[src/rtl/sha256_pkg.sv]
// Shared constants, state encoding and word helpers for the SHA-256 digest path.
package sha256_pkg;

    localparam int SHA_WORD_W    = 32;
    localparam int SHA_NUM_WORDS = 8;

    // SHA-256 initial hash values H0..H7, packed with H0 in the top word.
    localparam logic [255:0] SHA_IV = {
        32'h6a09e667, 32'hbb67ae85, 32'h3c6ef372, 32'ha54ff53a,
        32'h510e527f, 32'h9b05688c, 32'h1f83d9ab, 32'h5be0cd19
    };

    // Reader FSM: IDLE waits for a digest, STREAM presents the snapshot word by word.
    typedef enum logic {
        ST_IDLE   = 1'b0,
        ST_STREAM = 1'b1
    } rd_state_e;

    // Reverse the byte order of one 32-bit word (big-endian <-> little-endian view).
    function automatic logic [31:0] byte_swap32(input logic [31:0] w);
        return {w[7:0], w[15:8], w[23:16], w[31:24]};
    endfunction

endpackage

[src/rtl/lz_check.sv]
// Combinational difficulty check: true when the top ZERO_BITS bits of i_data are all zero.
// ZERO_BITS = 0 always hits; ZERO_BITS = DATA_W hits only on an all-zero word.
module lz_check #(
    parameter int DATA_W    = 256,
    parameter int ZERO_BITS = 32
) (
    input  logic [DATA_W-1:0] i_data,
    output logic              o_hit
);

    // Mask covering the ZERO_BITS most significant bits. A shift by DATA_W or more
    // yields all zeros, so the 0 and DATA_W edge cases fall out without special paths.
    localparam logic [DATA_W-1:0] ZERO_MASK = ~({DATA_W{1'b1}} >> ZERO_BITS);

    logic [DATA_W-1:0] w_masked;

    // Keep only the bits that must be zero and test that none of them is set.
    always_comb begin
        w_masked = i_data & ZERO_MASK;
        o_hit    = ~(|w_masked);
    end

endmodule

[src/rtl/sha_digest_reader.sv]
// Snapshots a finished H0..H7 digest and streams it out one word per ready/valid
// handshake, with a registered leading-zero difficulty flag, a capture counter and
// a sticky overrun flag for digests that arrive while a stream is still draining.
module sha_digest_reader
    import sha256_pkg::*;
#(
    parameter int NUM_WORDS = SHA_NUM_WORDS,
    parameter int WORD_W    = SHA_WORD_W,
    parameter int ZERO_BITS = 32,
    parameter bit BYTE_SWAP = 1'b0,
    localparam int IDX_W    = $clog2(NUM_WORDS),
    localparam int DIG_W    = NUM_WORDS * WORD_W
) (
    input  logic              clk,
    input  logic              rst_n,
    input  logic              digest_done,
    input  logic [DIG_W-1:0]  h_in,
    input  logic              word_ready,
    input  logic              clr_overrun,
    output logic [WORD_W-1:0] word_out,
    output logic [IDX_W-1:0]  word_idx,
    output logic              word_valid,
    output logic              word_last,
    output logic              busy,
    output logic              target_hit,
    output logic              overrun,
    output logic [15:0]       digest_count
);

    localparam logic [IDX_W-1:0] LAST_IDX = IDX_W'(NUM_WORDS - 1);

    rd_state_e         r_state;
    rd_state_e         w_state_nxt;
    logic [DIG_W-1:0]  r_snap;
    logic [WORD_W-1:0] r_word;
    logic [IDX_W-1:0]  r_idx;
    logic [IDX_W-1:0]  w_idx_nxt;
    logic              r_last;
    logic              r_hit;
    logic              r_overrun;
    logic [15:0]       r_count;
    logic              w_xfer;
    logic              w_final;
    logic              w_capture;
    logic              w_drop;
    logic              w_lz_hit;
    logic [WORD_W-1:0] w_snap_words [NUM_WORDS];

    // Presentation order on word_out; the difficulty check always sees the raw digest.
    function automatic logic [WORD_W-1:0] present(input logic [WORD_W-1:0] w);
        return BYTE_SWAP ? byte_swap32(w) : w;
    endfunction

    // Difficulty compare runs on the incoming digest so the flag can be registered at capture.
    lz_check #(
        .DATA_W    (DIG_W),
        .ZERO_BITS (ZERO_BITS)
    ) u_lz_check (
        .i_data (h_in),
        .o_hit  (w_lz_hit)
    );

    // Split the snapshot into words, word 0 (H0) taken from the top of the vector.
    always_comb begin
        for (int k = 0; k < NUM_WORDS; k++) begin
            w_snap_words[k] = r_snap[DIG_W-1-(k*WORD_W) -: WORD_W];
        end
    end

    // Index of the word presented after a non-final transfer.
    always_comb begin
        w_idx_nxt = r_idx + IDX_W'(1);
    end

    // FSM next-state and handshake decode: transfer, final transfer, capture or drop.
    always_comb begin
        w_state_nxt = r_state;
        w_xfer      = 1'b0;
        w_final     = 1'b0;
        w_capture   = 1'b0;
        w_drop      = 1'b0;
        case (r_state)
            ST_IDLE: begin
                if (digest_done) begin
                    w_capture   = 1'b1;
                    w_state_nxt = ST_STREAM;
                end else begin
                    w_state_nxt = ST_IDLE;
                end
            end
            ST_STREAM: begin
                w_xfer  = word_ready;
                w_final = word_ready && (r_idx == LAST_IDX);
                if (w_final && digest_done) begin
                    // New digest lands exactly as the old one finishes: restart with no bubble.
                    w_capture   = 1'b1;
                    w_state_nxt = ST_STREAM;
                end else if (w_final) begin
                    w_state_nxt = ST_IDLE;
                end else begin
                    // Still draining: any digest now has nowhere to go and is dropped.
                    w_drop      = digest_done;
                    w_state_nxt = ST_STREAM;
                end
            end
            default: begin
                w_state_nxt = ST_IDLE;
            end
        endcase
    end

    // FSM state register.
    always_ff @(posedge clk or negedge rst_n) begin
        if (!rst_n) begin
            r_state <= ST_IDLE;
        end else begin
            r_state <= w_state_nxt;
        end
    end

    // Snapshot, presented word, index, last flag, difficulty flag and capture counter.
    always_ff @(posedge clk or negedge rst_n) begin
        if (!rst_n) begin
            r_snap  <= '0;
            r_word  <= '0;
            r_idx   <= '0;
            r_last  <= 1'b0;
            r_hit   <= 1'b0;
            r_count <= 16'd0;
        end else if (w_capture) begin
            // First word comes from h_in through a register, never combinationally.
            r_snap  <= h_in;
            r_word  <= present(h_in[DIG_W-1 -: WORD_W]);
            r_idx   <= '0;
            r_last  <= (NUM_WORDS == 1);
            r_hit   <= w_lz_hit;
            r_count <= r_count + 16'd1;
        end else if (w_final) begin
            r_word  <= '0;
            r_idx   <= '0;
            r_last  <= 1'b0;
        end else if (w_xfer) begin
            r_word  <= present(w_snap_words[w_idx_nxt]);
            r_idx   <= w_idx_nxt;
            r_last  <= (w_idx_nxt == LAST_IDX);
        end else begin
            // Stall or idle: everything holds so a stalled word stays stable.
            r_snap  <= r_snap;
            r_word  <= r_word;
            r_idx   <= r_idx;
            r_last  <= r_last;
            r_hit   <= r_hit;
            r_count <= r_count;
        end
    end

    // Sticky overrun: a dropped digest sets it and wins over a same-cycle clear.
    always_ff @(posedge clk or negedge rst_n) begin
        if (!rst_n) begin
            r_overrun <= 1'b0;
        end else if (w_drop) begin
            r_overrun <= 1'b1;
        end else if (clr_overrun) begin
            r_overrun <= 1'b0;
        end else begin
            r_overrun <= r_overrun;
        end
    end

    assign word_out     = r_word;
    assign word_idx     = r_idx;
    assign word_valid   = (r_state == ST_STREAM);
    assign word_last    = r_last;
    assign busy         = (r_state == ST_STREAM);
    assign target_hit   = r_hit;
    assign overrun      = r_overrun;
    assign digest_count = r_count;

endmodule

[config.mk]
export PLATFORM = sky130hd
export DESIGN_NAME = sha_digest_reader
export DESIGN_NICKNAME = d
export VERILOG_FILES = /design/src/rtl/sha256_pkg.sv /design/src/rtl/lz_check.sv /design/src/rtl/sha_digest_reader.sv
export SDC_FILE = /design/constraint.sdc
export NUM_CORES = 1
export LEC_CHECK = 0
export BUFFER_PORTS_ARGS = -buffer_cell sky130_fd_sc_hd__buf_4
export CAP_MARGIN = 20
export CORE_MARGIN = 10
export CORE_UTILIZATION = 40
export DETAILED_ROUTE_END_ITERATION = 8
export GPL_TIMING_DRIVEN = 0
export SKIP_LAST_GASP = 1
export SYNTH_ARGS = -nofsm -noshare
export SYNTH_HDL_FRONTEND = slang
export SYNTH_SLANG_ARGS = --single-unit
[constraint.sdc]
create_clock -name clk -period 4.7 [get_ports clk]
set_clock_uncertainty 0.1 [all_clocks]
set_input_delay 0.94 -clock clk [delete_from_list [all_inputs] [get_ports clk]]
set_output_delay 0.94 -clock clk [all_outputs]
set_load 0.005 [all_outputs]
# After elaboration in Yosys (flattened, before gate mapping)
# Index checks and enable logic that the tools add are counted.
# op_classes
addsub	2
mul	0
div_mod_pow	0
magnitude_cmp	1
n_eq_ne	2
shifts	0
mux	25
bitwise_logic	3
reduce_logical	5
# op_table
op	count
$mux W32	5
$bmux W32 S3	1
$reduce_or A32 Y1	1
$add A16 B1 Y16 const B	1
$mux W1	14
$mux W3	3
$eq A3 B3 Y1 const B	2
$ge A4 B4 Y1 const B	1
$not A3 Y4	1
$pmux W1 S2	2
$add A3 B1 Y3 const B	1
$reduce_bool A3 Y1	1
$logic_and A1 B1 Y1	2
$not A1 Y1	2
$reduce_bool A2 Y1	1
# totals
ff_bits	311
latchBits	0
ram_bits	0
mem_bits_ro	0
wordCells	46
mem_count	0

# Logic depth before layout (Yosys ltp)
# Gate-level depths: netlist of run 1.
# depth
depth_word	8
ltp_mapped	11

# Cells and area by module
# A second synthesis of run 1 with hierarchy kept.
# hier_totals
cells_unflattened	1583
hier_area_um2	14604.0
# by_module_without_submodules
module	n_inst	cells_per_inst	area_each_um2	seq_area_each_um2
sha_digest_reader	1	1572	14531.4	7782.5
lz_check	1	11	72.6	0.0

# Worst setup path before layout of run 1
# OpenSTA, ideal clock, no wires.
# synth_path
kind	register -> register
start	register r_idx[0] (netlist: word_idx[0])
end	register r_word[14] (netlist: word_out[14])
arrival_time_ns	2.165
slack_ns	2.310
path_stages_with_launch	12
period_less_slack_ns	2.390
path_cell_list	dfrtp_1 -> buf_2 -> buf_2 -> inv_1 -> ha_1 -> buf_2 -> and2_0 -> clkbuf_1 -> clkbuf_1 -> a21oi_1 -> nand3_1 -> nand3_1
# synth_via
elab_chain_cells	8
word_cells_on_any_way	15
# synth_rtl
element	line_no	text
from (decl)	sha_digest_reader.sv:36	logic [IDX_W-1:0] r_idx;
from (signal assigned)	sha_digest_reader.sv:144	r_idx <= w_idx_nxt;
from (signal assigned)	sha_digest_reader.sv:150	r_idx <= r_idx;
$add A3 B1 Y3	sha_digest_reader.sv:72	w_idx_nxt = r_idx + IDX_W'(1);
$not A3 Y4 (not written as such)	sha_digest_reader.sv:143	r_word <= present(w_snap_words[w_idx_nxt]);
$bmux W32 S3	sha_digest_reader.sv:143	
$mux W32 (not written as such) (2 in a row)	sha_digest_reader.sv:143	
$mux W32	sha_digest_reader.sv:142	end else if (w_xfer) begin
$mux W32	sha_digest_reader.sv:138	end else if (w_final) begin
$mux W32	sha_digest_reader.sv:130	end else if (w_capture) begin
to (signal assigned)	sha_digest_reader.sv:133	r_word <= present(h_in[DIG_W-1 -: WORD_W]);
to (signal assigned)	sha_digest_reader.sv:143	
to (signal assigned)	sha_digest_reader.sv:149	r_word <= r_word;
to (decl)	sha_digest_reader.sv:35	logic [WORD_W-1:0] r_word;
# Parallel ways exist; a longest one is shown, timed or not. The select of a mux whose other input is x is not followed.
# A chain may end at the register's enable or synchronous reset.

# Final worst setup path of run 1
# layout_path
start	register r_idx[0] (netlist: word_idx[0])
end	register r_word[15] (netlist: word_out[15])
# The elaborated chain is that of the path after synthesis.

==> results of run 1 <==
-- cell type report --
class / count / area [um^2]
buffer: 96 / 631
clock inverter: 5 / 31.3
tap: 455 / 569
sequential: 311 / 7780
timing repair buffer: 317 / 2430
inverter: 3 / 11.3
fill: 3238 / 16400
multi-input combinational: 1166 / 5670
clock buffer: 58 / 1130
-- flip-flops by register name, summed over array words and instances (netlist names) --
register and flops:
r_snap 256, word_out 32, digest_count 16, word_idx 3, busy 1, overrun 1
target_hit 1, word_last 1
-- path summary, 6_finish.rpt --
path,slack (ps),end,startpoint,cells after the start
max,1080,word_out[15]$_DFFE_PN0P_,word_idx[0]$_DFFE_PN0P_,10
min,310,digest_count[6]$_DFFE_PN0P_,rst_n,1
min in group clk,370,r_snap[26]$_DFFE_PN0P_,r_snap[26]$_DFFE_PN0P_,2
min reg2reg,370,r_snap[26]$_DFFE_PN0P_,r_snap[26]$_DFFE_PN0P_,2
max reg2reg,1080,word_out[15]$_DFFE_PN0P_,word_idx[0]$_DFFE_PN0P_,10
max in group asynchronous,3150,r_snap[50]$_DFFE_PN0P_,rst_n,2
-- logic make-up (layout without fill, tap and decap cells) --
family,Yosys count,count (layout)
flops,311,311
compound gates,71,71
xor+xnor,15,15
simple gates,947,947
fa+ha+maj,4,4
buf+inv,99,479
mux,129,129
-- layer usage --
layer	wire, um	up-vias
li1	-	5765
met1	22600	5878
met2	24300	423
met3	3150	71
met4	1040	0
met5	0	-
-- cells in the mapped netlist, drive strengths merged --
master	instances	share of area [%]
nand2	842	22
dfrtp	311	55
mux2i	127	9.0
buf	78	4.0
nand3	70	2.5
a21oi	31	1.1
a22oi	31	1.7
clkbuf	18	0.48
xnor2	12	0.75
nor4	8	0.36
nand4	7	0.31
nor2	7	0.19
ha	4	0.36
inv	3	0.080
nor2b	3	0.13
xor2	3	0.19
a22o	2	0.12
and3	2	0.089
nor3	2	0.071
o21ai	2	0.071
o31ai	2	0.11
a21boi	1	0.13
a32o	1	0.071
and2	1	0.044
and3b	1	0.062
mux2	1	0.080
mux4	1	0.16
nand2b	1	0.044
nand3b	1	0.053
nor3b	1	0.053
o2111ai	1	0.062
or2	1	0.044
-- power by group through the flow --
stage | Clock [uW] | Sequential [uW] | Combinational [uW]
global route | 2900 | 4740 | 5000
finish | 2760 | 4610 | 4520
CTS | 2790 | 4600 | 4530
floorplan | 0 | 4390 | 2840
global placement | 0 | 4590 | 4430
detailed placement | 0 | 4630 | 4500
-- metrics by stage --
stage / instance area (um^2) / TNS, ps / worst slack (ps)
after floorplan: 14100 / 0 / 2310
after global placement: 17000 / -75970 / -284
after detailed placement: 17100 / 0 / 1140
after CTS: 18200 / 0 / 1130
after global routing: 18200 / 0 / 942
final: 18200 / 0 / 1080
==> flow_metrics.py, run 1 <==
metrics = {
    "worst_setup_path": {
        "cp-start-kind": "register",
        "cp_max_fo": 10,
        "end_kind": "register",
        "required_ps": 5000,
        "path_cells": "buf_2, buf_2, inv_1, ha_1, buf_2, nor2b_1, clkbuf_1, a22oi_1, nand3_1, nand3_1",
        "cp_common_cell": "buf_2",
        "crit_arrival_ps": 3920,
        "crit_family": "buffers and inverters",
        "path_buf_inv": 5,
        "cp_slowest_stage_delay_ps": 700,
        "crit_type": "register to register",
        "cp_slowest_cell": "clkbuf_1",
    },
    "global_routing": {
        "grt_usage_pct": 22.9,
        "first_global_vias": 12700,
        "use_met1_pct": 30.5,
        "globalRouteOverflowTotal": 0,
        "antenna_found_initial": 1,
        "met2_usage_pct": 37.7,
        "grt_pass1_wl_um": 77000,
        "gr-usage-met3_pct": 4.18,
        "grt_start_max_net_pins": 122,
        "grt_busiest_layer": "met2",
    },
    "timing": {
        "fin_crit_sh_pct": 77.1,
        "whs_ps": 307,
        "worst_slew_pin_slew_ps": 961,
        "hold_violations": 0,
        "clock.fmax_mhz": 276,
        "max-slew-margin-rel_pct": 35.9,
        "grt_setup_unrepaired": "false",
        "finalSetupViolCount": 0,
        "slew_viol_final": 0,
        "fin_crit_ps": 3620,
    },
    "layout": {
        "layout_common_cells": "nand2_1, buf_4, dfrtp_1",
        "final_common_cell": "nand2_1",
        "nets": 2197,
        "area_growth_syn_to_layout_pct": 29.5,
        "antenna_cells": 0,
        "final_core_util_pct": 52.7,
        "drive_gt1_share_pct": 23.1,
        "stdcell_count": 2411,
    },
    "route": {
        "wl_per_cell_um": 21.2,
        "viasPerCell": 5.03,
        "drtIter0Drc": 975,
        "vias": 12100,
        "drt_drc_violations_left": 0,
        "finalWirelength_um": 51100,
        "ant_nets": 0,
        "firstDrtPassIters": 5,
    },
    "placement": {
        "hpwlAfterDp_um": 38000,
        "gp_congestion": 0.833,
        "port_buffers": 315,
        "dp_cells": 2348,
    },
    "die": {
        "num_rows": 68,
        "core_um2": 34600,
        "dieArea_um2": 43100,
        "initial_core_util_pct": 40.7,
        "die_width_um": 208,
        "io_pins": 317,
        "die_y_um": 208,
    },
    "power_and_ir_drop": {
        "p_total_uw": 11900,
        "p_leak_uw": 0.00986,
        "p_comb_share_pct": 38.0,
        "ir_drop_uv": 327,
        "clkPwrFrac_pct": 23.2,
        "switchingPower_uw": 4540,
        "switching_share_pct": 38.2,
        "internal_power_uw": 7350,
        "p_per_area_nw_per_um2": 651,
        "p_seq_share_pct": 38.8,
    },
    "synthesis": {
        "yosys.area_share.simple_pct": 26.4,
        "synthAdderAreaFrac_pct": 0.355,
        "synth_top_family_by_area": "simple AND/OR/NAND/NOR gates",
        "ys_seq_area_share_pct": 55.2,
        "synthCells": 1576,
        "syn-num-nets": 1841,
        "syn_area_um2": 14100,
        "synth.mux.area_fraction_pct": 9.26,
        "syn_avg_cell_area_um2": 8.94,
        "synth_xor_xnor_area_share_pct": 0.932,
        "synthDistinctLibCells": 34,
        "ys_warn_count": 0,
        "synth_seq_cells": 311,
        "synth_compound_area_share_pct": 3.32,
    },
    "cts": {
        "clock_path_buffers": 3,
        "clk_pin_slew_ps": 60,
        "cts_root_buf": "clkbuf_16",
        "cts_setup_buffers": 0,
        "holdBufCountCts": 0,
        "cts_sinks": 311,
        "cts_tree": "done",
        "clk_latency_ps": 520,
        "ctsHtreeMaxLevel": 2,
        "cts.repair.resized": 0,
        "cts_buffers": 37,
    },
    "job": {
        "cap_violations": 0,
    },
    "outcome": {
        "status": "completed",
    },
    "hold_path": {
        "min_path_type": "primary input to async pin",
    },
}
Note: power is estimated with default switching activity, not from simulation.
==> run 2: changes to the inputs <==
==> constraint.sdc (replaced) <==
create_clock -name clk -period 3.23 [get_ports clk]
set_clock_uncertainty 0.1 [all_clocks]
set_input_delay 0.646 -clock clk [delete_from_list [all_inputs] [get_ports clk]]
set_output_delay 0.646 -clock clk [all_outputs]
set_load 0.005 [all_outputs]
==> run 2 against run 1 <==
Net effect: power up 46%; combinational power grew 46%; first-iteration DRC count shrank 14%; final area barely moved; non-clock buffer count unchanged; sequential power increased by 46%; critical path depth unchanged; utilization about the same; largest power group unchanged; highest routed layer unchanged.
==> flow_metrics.py, run 2 (synthesis gave the netlist of run 1 again) <==
metrics = {
    "die": {
        "core_um2": 34600,
        "die_y_um": 208,
        "die_width_um": 208,
        "io_pins": 317,
        "dieArea_um2": 43100,
        "initial_core_util_pct": 40.7,
        "num_rows": 68,
    },
    "timing": {
        "grt_setup_unrepaired": "false",
        "fin_crit_ps": 3040,
        "slew_viol_final": 0,
        "finalSetupViolCount": 0,
        "clock.fmax_mhz": 329,
        "fin_crit_sh_pct": 94.1,
        "max-slew-margin-rel_pct": 45.8,
        "hold_violations": 0,
        "worst_slew_pin_slew_ps": 790,
        "fin_tns_setup_ps": 0,
    },
    "worst_setup_path": {
        "r2r-end": "word_out[16]$_DFFE_PN0P_",
        "crit_type": "register to register",
        "crit_arrival_ps": 3330,
        "cp_max_fo": 10,
        "cp-start-kind": "register",
        "worstReg2RegStart": "word_idx[0]$_DFFE_PN0P_",
        "required_ps": 3520,
        "reg2reg_depth": 10,
        "end_kind": "register",
        "r2r_slack_ps": 190,
    },
    "layout": {
        "stdcell_count": 2411,
        "multi_input_area_um2": 5670,
        "layout_common_cells": "nand2_1, buf_4, dfrtp_1",
        "drive_gt1_share_pct": 23.6,
        "largest_reg_flops": 256,
        "fill_cells": 3239,
        "nets": 2197,
        "antenna_cells": 0,
        "register_area_um2": 7780,
        "final_common_cell": "nand2_1",
        "regMostFlops": "r_snap",
        "area_growth_syn_to_layout_pct": 29.6,
    },
    "hold_path": {
        "min_path_type": "primary input to async pin",
    },
    "route": {
        "firstDrtPassIters": 6,
        "viasPerCell": 5.03,
        "vias": 12100,
        "drtIter0Drc": 840,
        "drt_drc_violations_left": 0,
        "finalWirelength_um": 51200,
        "ant_nets": 0,
        "wl_per_cell_um": 21.2,
    },
    "cts": {
        "clk_pin_slew_ps": 60,
        "cts_tree": "done",
        "clk_latency_ps": 520,
        "holdBufCountCts": 0,
        "cts_sinks": 311,
        "ctsHtreeMaxLevel": 2,
        "clock_path_buffers": 3,
        "cts_buffers": 37,
        "cts_root_buf": "clkbuf_16",
    },
    "power_and_ir_drop": {
        "p_leak_uw": 0.00989,
        "p_per_area_nw_per_um2": 948,
        "switching_share_pct": 38.1,
        "clkPwrFrac_pct": 23.1,
        "switchingPower_uw": 6600,
        "ir_drop_uv": 477,
        "internal_power_uw": 10700,
        "p_seq_share_pct": 38.8,
        "p_comb_share_pct": 38.1,
    },
    "job": {
        "cap_violations": 0,
    },
    "placement": {
        "gp_congestion": 0.833,
        "port_buffers": 315,
        "hpwlAfterDp_um": 38000,
        "dp_cells": 2348,
    },
    "global_routing": {
        "globalRouteOverflowTotal": 0,
        "grt_pass1_wl_um": 77000,
        "antenna_found_initial": 1,
        "grt_usage_pct": 22.9,
        "grt_start_max_net_pins": 122,
        "first_global_vias": 12700,
    },
    "outcome": {
        "status": "completed",
    },
}
run 2: cell counts in the layout (fill, tap and decap cells not counted):
No cell type changed its count.
run 2: per-stage QoR:
| step | hold WS (ps) | area (um^2) | total power, uW | setup slack [ps] | utilization, % |
|---|---|---|---|---|---|
| after floorplan | 250 | 14100 | 10500 | 840 | - |
| after global placement | 356 | 17000 | 13100 | -1460 | 49.2 |
| after detailed placement | 361 | 17100 | 13300 | -326 | 49.4 |
| after CTS | 22.9 | 18300 | 17400 | -195 | 52.7 |
| after global routing | 47.8 | 18300 | 18400 | 11.7 | 52.7 |
| final | 8.79 | 18300 | 17300 | 190 | 52.7 |
run 2: power by group through the flow:
stage               Combinational, uW  Clock [uW]  Sequential (uW)
finish                           6590        4010             6720
global route                     7300        4220             6900
CTS                              6610        4060             6690
detailed placement               6550           0             6740
global placement                 6450           0             6680
floorplan                        4130           0             6390
run 2: worst max path at each step:
stage	from	to	slack [ps]	cells after the start
after floorplan	word_idx[0]$_DFFE_PN0P_	word_out[14]$_DFFE_PN0P_	840	11
after global placement	rst_n	r_snap[47]$_DFFE_PN0P_	-1460	1
after detailed placement	word_idx[0]$_DFFE_PN0P_	word_out[15]$_DFFE_PN0P_	-330	10
after CTS	word_idx[0]$_DFFE_PN0P_	word_out[11]$_DFFE_PN0P_	-190	10
after global routing	word_idx[0]$_DFFE_PN0P_	word_out[22]$_DFFE_PN0P_	10	10
final	word_idx[0]$_DFFE_PN0P_	word_out[16]$_DFFE_PN0P_	190	10
run 2: critical path: stages, from the launching register on:
cell and delay, ps:
dfrtp_1 430, buf_2 300, clkbuf_4 360, inv_1 140, ha_1 300, buf_2 180
nor2b_1 270, buf_2 410, a22oi_1 210, nand3_1 120, nand3_1 80
run 2: area by class of cell:
type	count	area share, %
sequential	311	42.6
multi-input combinational	1166	31.0
timing repair buffer	317	13.3
clock buffer	58	6.17
buffer	96	3.53
tap	455	3.12
clock inverter	5	0.171
inverter	3	0.0617
run 2: timing repair:
item	in CTS	in global routing
resized for setup	8	8
buffers inserted	0	0
endpoints found under the setup margin	31	31
run 2: layer usage:
| layer | track usage (%) | part of all wire (%) | vias up |
|---|---|---|---|
| li1 | - | - | 5767 |
| met1 | 30.5 | 44 | 5875 |
| met2 | 37.7 | 47 | 413 |
| met3 | 4.18 | 5.9 | 76 |
| met5 | 0 | 0 | - |
| met4 | 5.78 | 2.1 | 0 |
==> run 3: changes to the inputs <==
--- a/config.mk
+++ b/config.mk
@@ -5,11 +5,11 @@
 export SDC_FILE = /design/constraint.sdc
 export NUM_CORES = 1
 export LEC_CHECK = 0
-export BUFFER_PORTS_ARGS = -buffer_cell sky130_fd_sc_hd__buf_4
 export CAP_MARGIN = 20
 export CORE_MARGIN = 10
 export CORE_UTILIZATION = 40
 export DETAILED_ROUTE_END_ITERATION = 8
+export DONT_BUFFER_PORTS = 1
 export GPL_TIMING_DRIVEN = 0
 export SKIP_LAST_GASP = 1
 export SYNTH_ARGS = -nofsm -noshare
==> constraint.sdc (replaced) <==
create_clock -name clk -period 3.7 [get_ports clk]
set_clock_uncertainty 0.1 [all_clocks]
set_input_delay 0.74 -clock clk [delete_from_list [all_inputs] [get_ports clk]]
set_output_delay 0.74 -clock clk [all_outputs]
set_load 0.005 [all_outputs]
==> run 3 against run 2 <==
Net effect: the run now ends with hold timing left; non-clock buffer count is 317 lower; final area fell by 13%; sequential power shrank 11%; utilization decreased by 7.0 points; largest power group unchanged; highest routed layer unchanged.
==> flow_metrics.py, run 3 (synthesis gave the netlist of run 1 again) <==
metrics = {
    "outcome": {
        "status": "finished, violations left",
        "failed_checks": "hold timing",
    },
    "worst_setup_path": {
        "crit_type": "register to register",
        "r2r-end": "word_out[30]$_DFFE_PN0P_",
        "cp-start-kind": "register",
        "reg2reg_depth": 10,
        "end_kind": "register",
        "r2r_slack_ps": 160,
        "cp_max_fo": 10,
        "crit_arrival_ps": 3840,
        "required_ps": 4000,
        "worstReg2RegStart": "word_idx[0]$_DFFE_PN0P_",
    },
    "cts": {
        "clock_path_buffers": 3,
        "clk_pin_slew_ps": 50,
        "cts_sinks": 311,
        "cts_root_buf": "clkbuf_16",
        "cts_tree": "done",
        "clk_latency_ps": 530,
        "ctsHtreeMaxLevel": 2,
        "cts_buffers": 36,
    },
    "route": {
        "firstDrtPassIters": 6,
        "vias": 11000,
        "drt_drc_violations_left": 0,
        "finalWirelength_um": 49600,
        "ant_nets": 0,
        "viasPerCell": 5.26,
        "drtIter0Drc": 686,
        "wl_per_cell_um": 23.7,
    },
    "timing": {
        "clock.fmax_mhz": 283,
        "finalSetupViolCount": 0,
        "hold_violations": 311,
        "max-slew-margin-rel_pct": 37.4,
        "slew_viol_final": 0,
        "fin_tns_setup_ps": 0,
        "fin_crit_ps": 3540,
        "grt_setup_unrepaired": "false",
        "worst_slew_pin_slew_ps": 939,
        "fin_crit_sh_pct": 95.6,
        "whs_ps": -185,
    },
    "global_routing": {
        "grt_start_max_net_pins": 312,
        "grt_pass1_wl_um": 74300,
        "antenna_found_initial": 2,
        "globalRouteOverflowTotal": 0,
        "first_global_vias": 11500,
        "grt_usage_pct": 22.5,
    },
    "layout": {
        "area_growth_syn_to_layout_pct": 12.3,
        "antenna_cells": 0,
        "final_common_cell": "nand2_1",
        "layout_common_cells": "nand2_1, dfrtp_1, mux2i_1",
        "regMostFlops": "r_snap",
        "final_area_um2": 15800,
        "fill_cells": 3405,
        "drive_gt1_share_pct": 8.50,
        "largest_reg_flops": 256,
        "final_core_util_pct": 45.7,
        "nets": 1879,
    },
    "power_and_ir_drop": {
        "p_total_uw": 14500,
        "p_leak_uw": 0.00833,
        "ir_drop_uv": 436,
        "p_per_area_nw_per_um2": 919,
    },
    "die": {
        "core_um2": 34600,
        "dieArea_um2": 43100,
        "num_rows": 68,
        "die_width_um": 208,
        "die_y_um": 208,
        "initial_core_util_pct": 40.7,
        "io_pins": 317,
    },
    "hold_path": {
        "min_path_type": "primary input to async pin",
    },
    "placement": {
        "hpwlAfterDp_um": 36400,
        "port_buffers": 0,
        "gp_congestion": 0.845,
        "placed_cell_area_um2": 14700,
    },
    "job": {
        "cap_violations": 0,
    },
}
==> run 3: cell types whose count changed in the layout (fill, tap and decap cells not counted) <==
cell	previous run	this run
inv_6	1	0
clkdlybuf4s15_1	0	1
clkbuf_4	1	0
buf_16	2	0
bufinv_16	0	2
clkinvlp_4	1	0
clkinv_2	3	4
clkbuf_1	19	20
clkbuf_16	39	37
buf_8	1	0
buf_4	328	14
clkbuf_2	9	6
==> run 3: what timing repair did <==
| item | in CTS | in global routing |
|---|---|---|
| pin swaps | 0 | 0 |
| buffers inserted | 0 | 0 |
| cloned | 0 | 0 |
| endpoints found under the setup margin | 1 | 20 |
| gates resized for setup | 1 | 16 |
| endpoints found under the hold margin | 311 | 311 |
==> run 3: layout make-up <==
| type | count | area [um^2] | area share (%) |
|---|---|---|---|
| clock buffer | 54 | 1070 | 6.76 |
| sequential | 311 | 7780 | 49.2 |
| inverter | 3 | 11.3 | 0.0712 |
| buffer | 96 | 644 | 4.07 |
| tap | 455 | 569 | 3.60 |
| multi-input combinational | 1166 | 5670 | 35.8 |
| clock inverter | 6 | 80.1 | 0.506 |
==> run 3: stage by stage <==
stage               setup WS [ps]  instances
floorplan                    1310       1576
global placement             22.0       2031
detailed placement           2.46       2031
CTS                          64.7       2091
global route                 1.20       2091
finish                        163       2091
==> run 3: worst max path at each step <==
stage	end	cells after the start	startpoint	slack, ps
CTS	word_out[15]$_DFFE_PN0P_	10	word_idx[0]$_DFFE_PN0P_	60
finish	word_out[30]$_DFFE_PN0P_	10	word_idx[0]$_DFFE_PN0P_	160
global route	word_out[30]$_DFFE_PN0P_	10	word_idx[0]$_DFFE_PN0P_	1
global placement	word_out[15]$_DFFE_PN0P_	10	word_idx[0]$_DFFE_PN0P_	20
detailed placement	word_out[15]$_DFFE_PN0P_	10	word_idx[0]$_DFFE_PN0P_	2
floorplan	word_out[14]$_DFFE_PN0P_	11	word_idx[0]$_DFFE_PN0P_	1310
==> run 3: layer usage <==
metal | vias to the layer above | global-route usage [%] | routed length, um
li1 | 5139 | - | -
met1 | 5440 | 28.5 | 21200
met2 | 348 | 36.9 | 23400
met3 | 81 | 6.02 | 3700
met4 | 0 | 6.72 | 1370
met5 | - | 0 | 0
==> run 3: worst max-delay path, stage by stage (launching register included) <==
cell and delay [ps]:
dfrtp_1 500, buf_2 330, buf_2 430, inv_1 170
ha_1 320, buf_2 190, nor2b_1 260, clkbuf_1 710
a21oi_1 190, nand3_1 140, nand3_1 70
==> run 3: power by group <==
part	switching [uW]	internal, uW	total [uW]
clock	1390	2120	3510
sequential	1040	4910	5960
combinational	3140	1940	5080
total	5570	8980	14500
